===== config.mk =====
export PLATFORM = sky130hd
export DESIGN_NAME = mips_mc_ctrl
export DESIGN_NICKNAME = d
export VERILOG_FILES = /design/src/rtl/mips_mc_ctrl.sv
export SDC_FILE = /design/constraint.sdc
export NUM_CORES = 1
export LEC_CHECK = 0
export ABC_AREA = 0
export BUFFER_PORTS_ARGS = -buffer_cell sky130_fd_sc_hd__buf_2
export CORE_MARGIN = 2
export CORE_UTILIZATION = 30
export CTS_BUF_LIST = sky130_fd_sc_hd__clkbuf_8
export DETAILED_ROUTE_END_ITERATION = 8
export SLEW_MARGIN = 15
export SYNTH_ARGS = -nofsm -noshare
export SYNTH_HDL_FRONTEND = slang
export SYNTH_SLANG_ARGS = --single-unit

===== constraint.sdc =====
create_clock -name clk -period 1.7 [get_ports clk]
set_input_delay 0.17 -clock clk [delete_from_list [all_inputs] [get_ports clk]]
set_output_delay 0.17 -clock clk [all_outputs]
set_load 0.1 [all_outputs]

===== src/rtl/mips_mc_ctrl.sv =====
// rtl/mips_mc_ctrl.sv - multicycle MIPS main controller (Moore FSM), optional bne via MIPS_MC_BNE_EN
module mips_mc_ctrl (
  input  logic       clk,
  input  logic       rst,
  input  logic [5:0] opcode,
  input  logic [5:0] funct,
  input  logic       zero,
  input  logic       mem_ready,
  output logic       mem_req,
  output logic       mem_write,
  output logic       ir_write,
  output logic       pc_en,
  output logic       reg_write,
  output logic       iord,
  output logic       mem_to_reg,
  output logic       reg_dst,
  output logic       alu_src_a,
  output logic [1:0] alu_src_b,
  output logic [1:0] pc_src,
  output logic [2:0] alu_control,
  output logic       illegal,
  output logic [3:0] state
);

  typedef enum logic [3:0] {
    S_FETCH   = 4'd0,
    S_DECODE  = 4'd1,
    S_MEMADR  = 4'd2,
    S_MEMRD   = 4'd3,
    S_MEMWB   = 4'd4,
    S_MEMWR   = 4'd5,
    S_EXECUTE = 4'd6,
    S_ALUWB   = 4'd7,
    S_BRANCH  = 4'd8,
    S_ADDIEX  = 4'd9,
    S_ADDIWB  = 4'd10,
    S_JUMP    = 4'd11
  } state_t;

  localparam logic [5:0] OP_RTYPE = 6'b000000;
  localparam logic [5:0] OP_LW    = 6'b100011;
  localparam logic [5:0] OP_SW    = 6'b101011;
  localparam logic [5:0] OP_BEQ   = 6'b000100;
  localparam logic [5:0] OP_ADDI  = 6'b001000;
  localparam logic [5:0] OP_J     = 6'b000010;
  localparam logic [5:0] OP_BNE   = 6'b000101;

  localparam logic [2:0] ALU_ADD = 3'b010;
  localparam logic [2:0] ALU_SUB = 3'b110;
  localparam logic [2:0] ALU_AND = 3'b000;
  localparam logic [2:0] ALU_OR  = 3'b001;
  localparam logic [2:0] ALU_SLT = 3'b111;

  state_t r_state;
  state_t w_cur;
  logic   w_legal;
  logic   w_branch_take;

`ifdef MIPS_MC_BNE_EN
  logic [5:0] r_op;
  assign w_legal = (opcode == OP_LW) || (opcode == OP_SW) || (opcode == OP_RTYPE) ||
                   (opcode == OP_BEQ) || (opcode == OP_ADDI) || (opcode == OP_J) ||
                   (opcode == OP_BNE);
  assign w_branch_take = (r_op == OP_BNE) ? ~zero : zero;
`else
  assign w_legal = (opcode == OP_LW) || (opcode == OP_SW) || (opcode == OP_RTYPE) ||
                   (opcode == OP_BEQ) || (opcode == OP_ADDI) || (opcode == OP_J);
  assign w_branch_take = zero;
`endif

  always_ff @(posedge clk) begin
    if (rst) begin
      r_state <= S_FETCH;
    end else begin
      case (r_state)
        S_FETCH:   r_state <= mem_ready ? S_DECODE : S_FETCH;
        S_DECODE: begin
          case (opcode)
            OP_LW, OP_SW: r_state <= S_MEMADR;
            OP_RTYPE:     r_state <= S_EXECUTE;
            OP_BEQ:       r_state <= S_BRANCH;
            OP_ADDI:      r_state <= S_ADDIEX;
            OP_J:         r_state <= S_JUMP;
`ifdef MIPS_MC_BNE_EN
            OP_BNE:       r_state <= S_BRANCH;
`endif
            default:      r_state <= S_FETCH;
          endcase
        end
        S_MEMADR:  r_state <= (opcode == OP_SW) ? S_MEMWR : S_MEMRD;
        S_MEMRD:   r_state <= mem_ready ? S_MEMWB : S_MEMRD;
        S_MEMWB:   r_state <= S_FETCH;
        S_MEMWR:   r_state <= mem_ready ? S_FETCH : S_MEMWR;
        S_EXECUTE: r_state <= S_ALUWB;
        S_ALUWB:   r_state <= S_FETCH;
        S_BRANCH:  r_state <= S_FETCH;
        S_ADDIEX:  r_state <= S_ADDIWB;
        S_ADDIWB:  r_state <= S_FETCH;
        S_JUMP:    r_state <= S_FETCH;
        default:   r_state <= S_FETCH;
      endcase
    end
  end

`ifdef MIPS_MC_BNE_EN
  // Branch polarity comes from the opcode seen in DECODE, not the live IR bits.
  always_ff @(posedge clk) begin
    if (rst) begin
      r_op <= 6'd0;
    end else if (r_state == S_DECODE) begin
      r_op <= opcode;
    end
  end
`endif

  // During reset the mux outputs already present FETCH values.
  assign w_cur = rst ? S_FETCH : r_state;
  assign state = r_state;

  always_comb begin
    mem_req     = 1'b0;
    mem_write   = 1'b0;
    ir_write    = 1'b0;
    pc_en       = 1'b0;
    reg_write   = 1'b0;
    iord        = 1'b0;
    mem_to_reg  = 1'b0;
    reg_dst     = 1'b0;
    alu_src_a   = 1'b0;
    alu_src_b   = 2'b00;
    pc_src      = 2'b00;
    alu_control = ALU_ADD;
    illegal     = 1'b0;
    case (w_cur)
      S_FETCH: begin
        mem_req   = 1'b1;
        alu_src_b = 2'b01;
        ir_write  = mem_ready;
        pc_en     = mem_ready;
      end
      S_DECODE: begin
        alu_src_b = 2'b11;
        illegal   = ~w_legal;
      end
      S_MEMADR: begin
        alu_src_a = 1'b1;
        alu_src_b = 2'b10;
      end
      S_MEMRD: begin
        mem_req = 1'b1;
        iord    = 1'b1;
      end
      S_MEMWB: begin
        reg_write  = 1'b1;
        mem_to_reg = 1'b1;
      end
      S_MEMWR: begin
        mem_req   = 1'b1;
        iord      = 1'b1;
        mem_write = 1'b1;
      end
      S_EXECUTE: begin
        alu_src_a = 1'b1;
        case (funct)
          6'b100010: alu_control = ALU_SUB;
          6'b100100: alu_control = ALU_AND;
          6'b100101: alu_control = ALU_OR;
          6'b101010: alu_control = ALU_SLT;
          default:   alu_control = ALU_ADD;
        endcase
      end
      S_ALUWB: begin
        reg_write = 1'b1;
        reg_dst   = 1'b1;
      end
      S_BRANCH: begin
        alu_src_a   = 1'b1;
        alu_control = ALU_SUB;
        pc_src      = 2'b01;
        pc_en       = w_branch_take;
      end
      S_ADDIEX: begin
        alu_src_a = 1'b1;
        alu_src_b = 2'b10;
      end
      S_ADDIWB: begin
        reg_write = 1'b1;
      end
      S_JUMP: begin
        pc_src = 2'b10;
        pc_en  = 1'b1;
      end
      default: ;
    endcase
    if (rst) begin
      mem_req   = 1'b0;
      mem_write = 1'b0;
      ir_write  = 1'b0;
      pc_en     = 1'b0;
      reg_write = 1'b0;
      illegal   = 1'b0;
    end
  end

endmodule


Word level (Yosys, flattened, before mapping)
Cells that the tools add are included.
Cells by class
  equal/unequal tests: 26
  muxes and demuxes: 27
  bitwise operators: 1
  reduce and logical (&&, ||, !) cells: 14
Operator list (count)
  $eq A6 B6 Y1 const B: 6
  $pmux W4 S7: 1
  $eq A4 B3 Y1 const B: 6
  $eq A4 B4 Y1 const B: 5
  $pmux W4 S5: 1
  $eq A4 B2 Y1 const B: 4
  $mux W1: 16
  $pmux W3 S4: 1
  $mux W3: 3
  $eq A4 B1 Y1 const B: 2
  $logic_not A4 Y1: 2
  $eq A6 B2 Y1 const B: 1
  $eq A6 B3 Y1 const B: 1
  $eq A6 B4 Y1 const B: 1
  $logic_not A6 Y1: 1
  $pmux W2 S3: 1
  $pmux W3 S2: 1
  $reduce_or A2 Y1: 3
  $reduce_or A3 Y1: 2
  $logic_or A1 B1 Y1: 5
  $mux W4: 1
  $pmux W2 S2: 1
  $reduce_or A4 Y1: 1
  $pmux W1 S3: 1
  $not A1 Y1: 1
Word-level totals
  flip-flop bits (word level): 4
  output and inout bits: 21

Depth between registers and ports, before layout
  depth after elaboration: 9
  gate-level depth with buffers: 5
  gate-level depth less buffers: 4

Worst setup path before layout
No wires, ideal clock.
  path type: register to output
  start: reg r_state[3] (netlist: state[3])
  end: out pc_en
  arrival time: 4.152 ns
  slack: -2.622 ns
  stages on the path, launching flop included: 5
  cells stage by stage: dfxtp_1 -> or3b_1 -> nor3_2 -> a2bb2oi_1 -> nor2_1
Between the ends
  word-level cells in the longest chain between the ends: 4
  elaborated cells on any way between the ends: 6
Ends and longest elaborated chain
  from (decl): line 54  | state_t r_state;
  from (signal assigned): line 76  | S_FETCH: r_state <= mem_ready ? S_DECODE : S_FETCH;
  from (signal assigned): line 90  | S_MEMADR: r_state <= (opcode == OP_SW) ? S_MEMWR : S_MEMRD;
  from (signal assigned): line 91  | S_MEMRD: r_state <= mem_ready ? S_MEMWB : S_MEMRD;
  $mux W4 (*): line 117  | assign w_cur = rst ? S_FETCH : r_state;
  $eq A4 B4 Y1 or $logic_not A4 Y1 (tied branches): line 134  | case (w_cur)
  $pmux W1 S3 (*): line 134
  $mux W1 (*): line 195  | if (rst) begin
  to (decl): line 12  | output logic pc_en,
Every way passes the cells marked *; elsewhere a longest branch is shown, timed or not.

Worst setup path in the final report
Ends and elaborated chain as after synthesis.

==> summary by stage <==
Critical path
The critical path goes through buf_4 -> or3b_4 -> nor3_4 -> a2bb2oi_2 -> nor2_4 -> buf_12. The type of the setup path with the least slack is flip-flop to output port. The type of destination of the critical path is an output port.

The largest individual stage delay along the critical path comes from the cell or3b_4. On the worst path, the slowest cell contributes a delay of 0.40 ns. The endpoint arrival time on the critical path is 1.69 ns.

The data required time at the worst endpoint is 1.53 ns. The maximum fanout encountered on the critical timing path is 3. The critical path startpoint category is a flip-flop.

Final layout
In the final layout, the share of cells above drive strength 1 is 0.6712. The library cells used most frequently in the layout, excluding fill and tap cells, are 19 x buf_2, 19 x buf_12, 11 x buf_4. The flip-flop count of the largest register, all copies and words added is 4. 0 antenna diodes ended up in the layout.

The finished cells cover 1509 um2. Relative to the synthesized area, the layout overhead comes to 141.7%. The end-of-flow core utilization is 0.7691. In the final design database the tool counted 164 nets.

Synthesis
During synthesis, Yosys emitted a total of 0 warnings. After synthesis the cells add up to 624.3 um2. The synthesized design spends more area on one cell type than any other, namely dfxtp_1. Counting flops and latches in the post-synthesis netlist gives 4. The instance count of the mapped netlist is 97. Yosys attributes the largest share of cell area to dfxtp_1 13%, nor2_1 10%, a21oi_1 5.6%. The fraction of registers with async set/reset is 0. The sequential-to-total area share from yosys stat is 0.1283. The area fraction of the dominant cell type after synthesis is 0.1283. The average cell area after synthesis is 6.437 um2. The top flip-flop cell by instance count after synthesis is dfxtp_1. The number of unique standard cell types used by synthesis is 36. The count of flip-flops with a built-in enable after synthesis is 0. The number of nets in the synthesized netlist is 113.

Clocking
The CTS buffer count is 3. The clock passes through at most 2 buffers. Clock latency on the worst-skew pair, taken at its later pin, is 0.22 ns.

The tree is rooted in a clkbuf_8. TritonCTS built the clock tree. The clock slew at the register clock pins of the worst setup and hold paths is 0.03 ns. The total of hold buffers inserted after clock tree synthesis is 0. The clock sink total is 4. In this run the number of H-tree levels came out at 1.

Floorplanning
The site row count is 16. In this run the standard cell core region covers 1962 um2. The y dimension of the die is 49.62 um. The starting utilization of the core area is 0.3182. The die covers 2462 um2. In this run the horizontal extent of the chip is 49.62 um. The number of placed I/O pins is 37.

STA
The relative max-transition margin is 0.6742. Setup violations remaining at the end of the flow were counted as 7. Hold is met by 0.3336 ns.

For this run, the top clock speed supported by timing is 537.8 MHz. Setup repair after global routing could not meet its margin everywhere. Setup slack on the critical path of the routed design comes to -0.1593 ns.

Clock skew on the completed layout was measured at 0.001884 ns. Counting I/O delays and the setup requirement, the final critical path takes 1.859 ns. The transition at the pin with the smallest max-transition slack is 0.4922 ns. The final clock period utilization by the worst path is 1.094.

The number of max-slew violations in the final report is 0. The hold violation count in the final report is 0.

Power and ir drop
The maximum vdd ir drop is 435.5 uV. The analysis attributes to cell leakage a power of 0.5657 nW. The total power divided by cell area is 362.6 nW/um2.

Global routing
The first global-routing pass estimated 4126 um of wire. The largest net degree at the start of global routing is 17. The total congestion overflow after global routing is 0. The via count of the first global-routing pass is 893. The overall global routing resource usage is 0.2126. The number of antenna violations at the first check in global routing is 0.

Detailed routing
The number of vias per cell after detailed routing is 5.410. The count of nets left with antenna violations once routing finished came out at 0. The routed length per placed instance is 14.66 um. After the first detailed-routing iteration, the DRC count stood at 17. After detailed routing, the met3 layer carries 177 um of wire. In the detailed route, the total length drawn on met2 is 1276 um. The post-detailed-route DRC marker count is 0. The total number of vias is 936. The total wire length after detailed routing is 2537 um. In the final routing, the length of wire on met1 measures 1064 um.

The first detailed-routing pass ran for 4 iterations. Routed signal wires occupy layers up through met4.

Placed design
The HPWL after detailed placement is 1802 um. The weighted congestion reported at the end of routability-driven placement is 0.8802. The post-detailed-placement cell area is 1292 um2. The number of I/O port buffers is 36.

Worst hold path
The worst min-delay path category is input pin to flip-flop.

Job
The max-cap violation count is 0.

Outcome
The final reports fail on setup timing. The run finished, with violations left.
cell families after synthesis:
family                    share of synthesized area
buffers and inverters                       0.08617
AOI/OAI and AO/OA                            0.2946
DFF                                          0.1283
and+or+nand+nor                              0.4489
xor gates and xnor gates                    0.04209
through the flow:
step / TNS, ns / instances / total power [W] / setup WS (ns)
final: -0.7691 / 173 / 0.0005471 / -0.1593
after detailed placement: -0.01447 / 163 / 0.0003308 / -0.01447
after floorplan: -3.768 / 97 / 0.0002530 / -0.9933
after CTS: -0.5768 / 170 / 0.0005498 / -0.1522
after global placement: 0 / 163 / 0.0003256 / 0.0003706
after global routing: -1.157 / 173 / 0.0005766 / -0.2055
area by class of cell:
cell class | count | area (um2)
clock buffers | 3 | 41.29
fillers | 153 | 452.9
inverters | 4 | 18.77
well taps | 27 | 33.78
flip-flops and latches | 4 | 95.09
repair buffers | 54 | 614.3
multi-input cells | 81 | 705.7
worst max-delay path, delay by kind of cell (launching register included):
family	cells	cell delay, ns
AO/OA/AOI/OAI	1	0.11
flip-flops	1	0.35
buffers and inverters	2	0.30
AND/OR/NAND/NOR	3	0.71
metal layers:
layer,global-route usage,up-vias
met4,0.05556,0
met1,0.2639,438
met5,0,-
met3,0.04242,4
li1,-,458
met2,0.3711,36
power by group:
part / internal (W) / switching, W / total [W]
combinational: 0.0000925 / 0.000159 / 0.000252
clock: 0.000151 / 0.0000507 / 0.000202
sequential: 0.0000919 / 0.00000180 / 0.0000937
synth_stat cells, drive strengths merged, types with 2 or more instances:
cell    number
and3         4
o21bai       2
nor2        18
a21oi        7
or3b         3
inv          4
nor4         4
clkbuf       3
nand2b       4
nor3         8
nand2        5
xor2         3
a31oi        4
o21ai        6
dfxtp        4
buf          5
path summary, 6_finish.rpt:
| path | cells after the start | endpoint | slack [ns] | startpoint |
|---|---|---|---|---|
| hold / removal | 4 | state[0] | 0.33 | opcode[1] |
| hold reg to reg | 2 | state[3] | 0.72 | state[2] |
| setup / recovery | 6 | pc_en | -0.16 | state[3] |
| setup reg to reg | 6 | state[2] | 0.08 | state[2] |
timing repair:
item	4_1_cts	5_1_grt
setup buffers	4	3
pin swaps	7	4
setup endpoints to repair	7	10
resized for setup	20	6
Note: power is estimated with default switching activity, not from simulation.
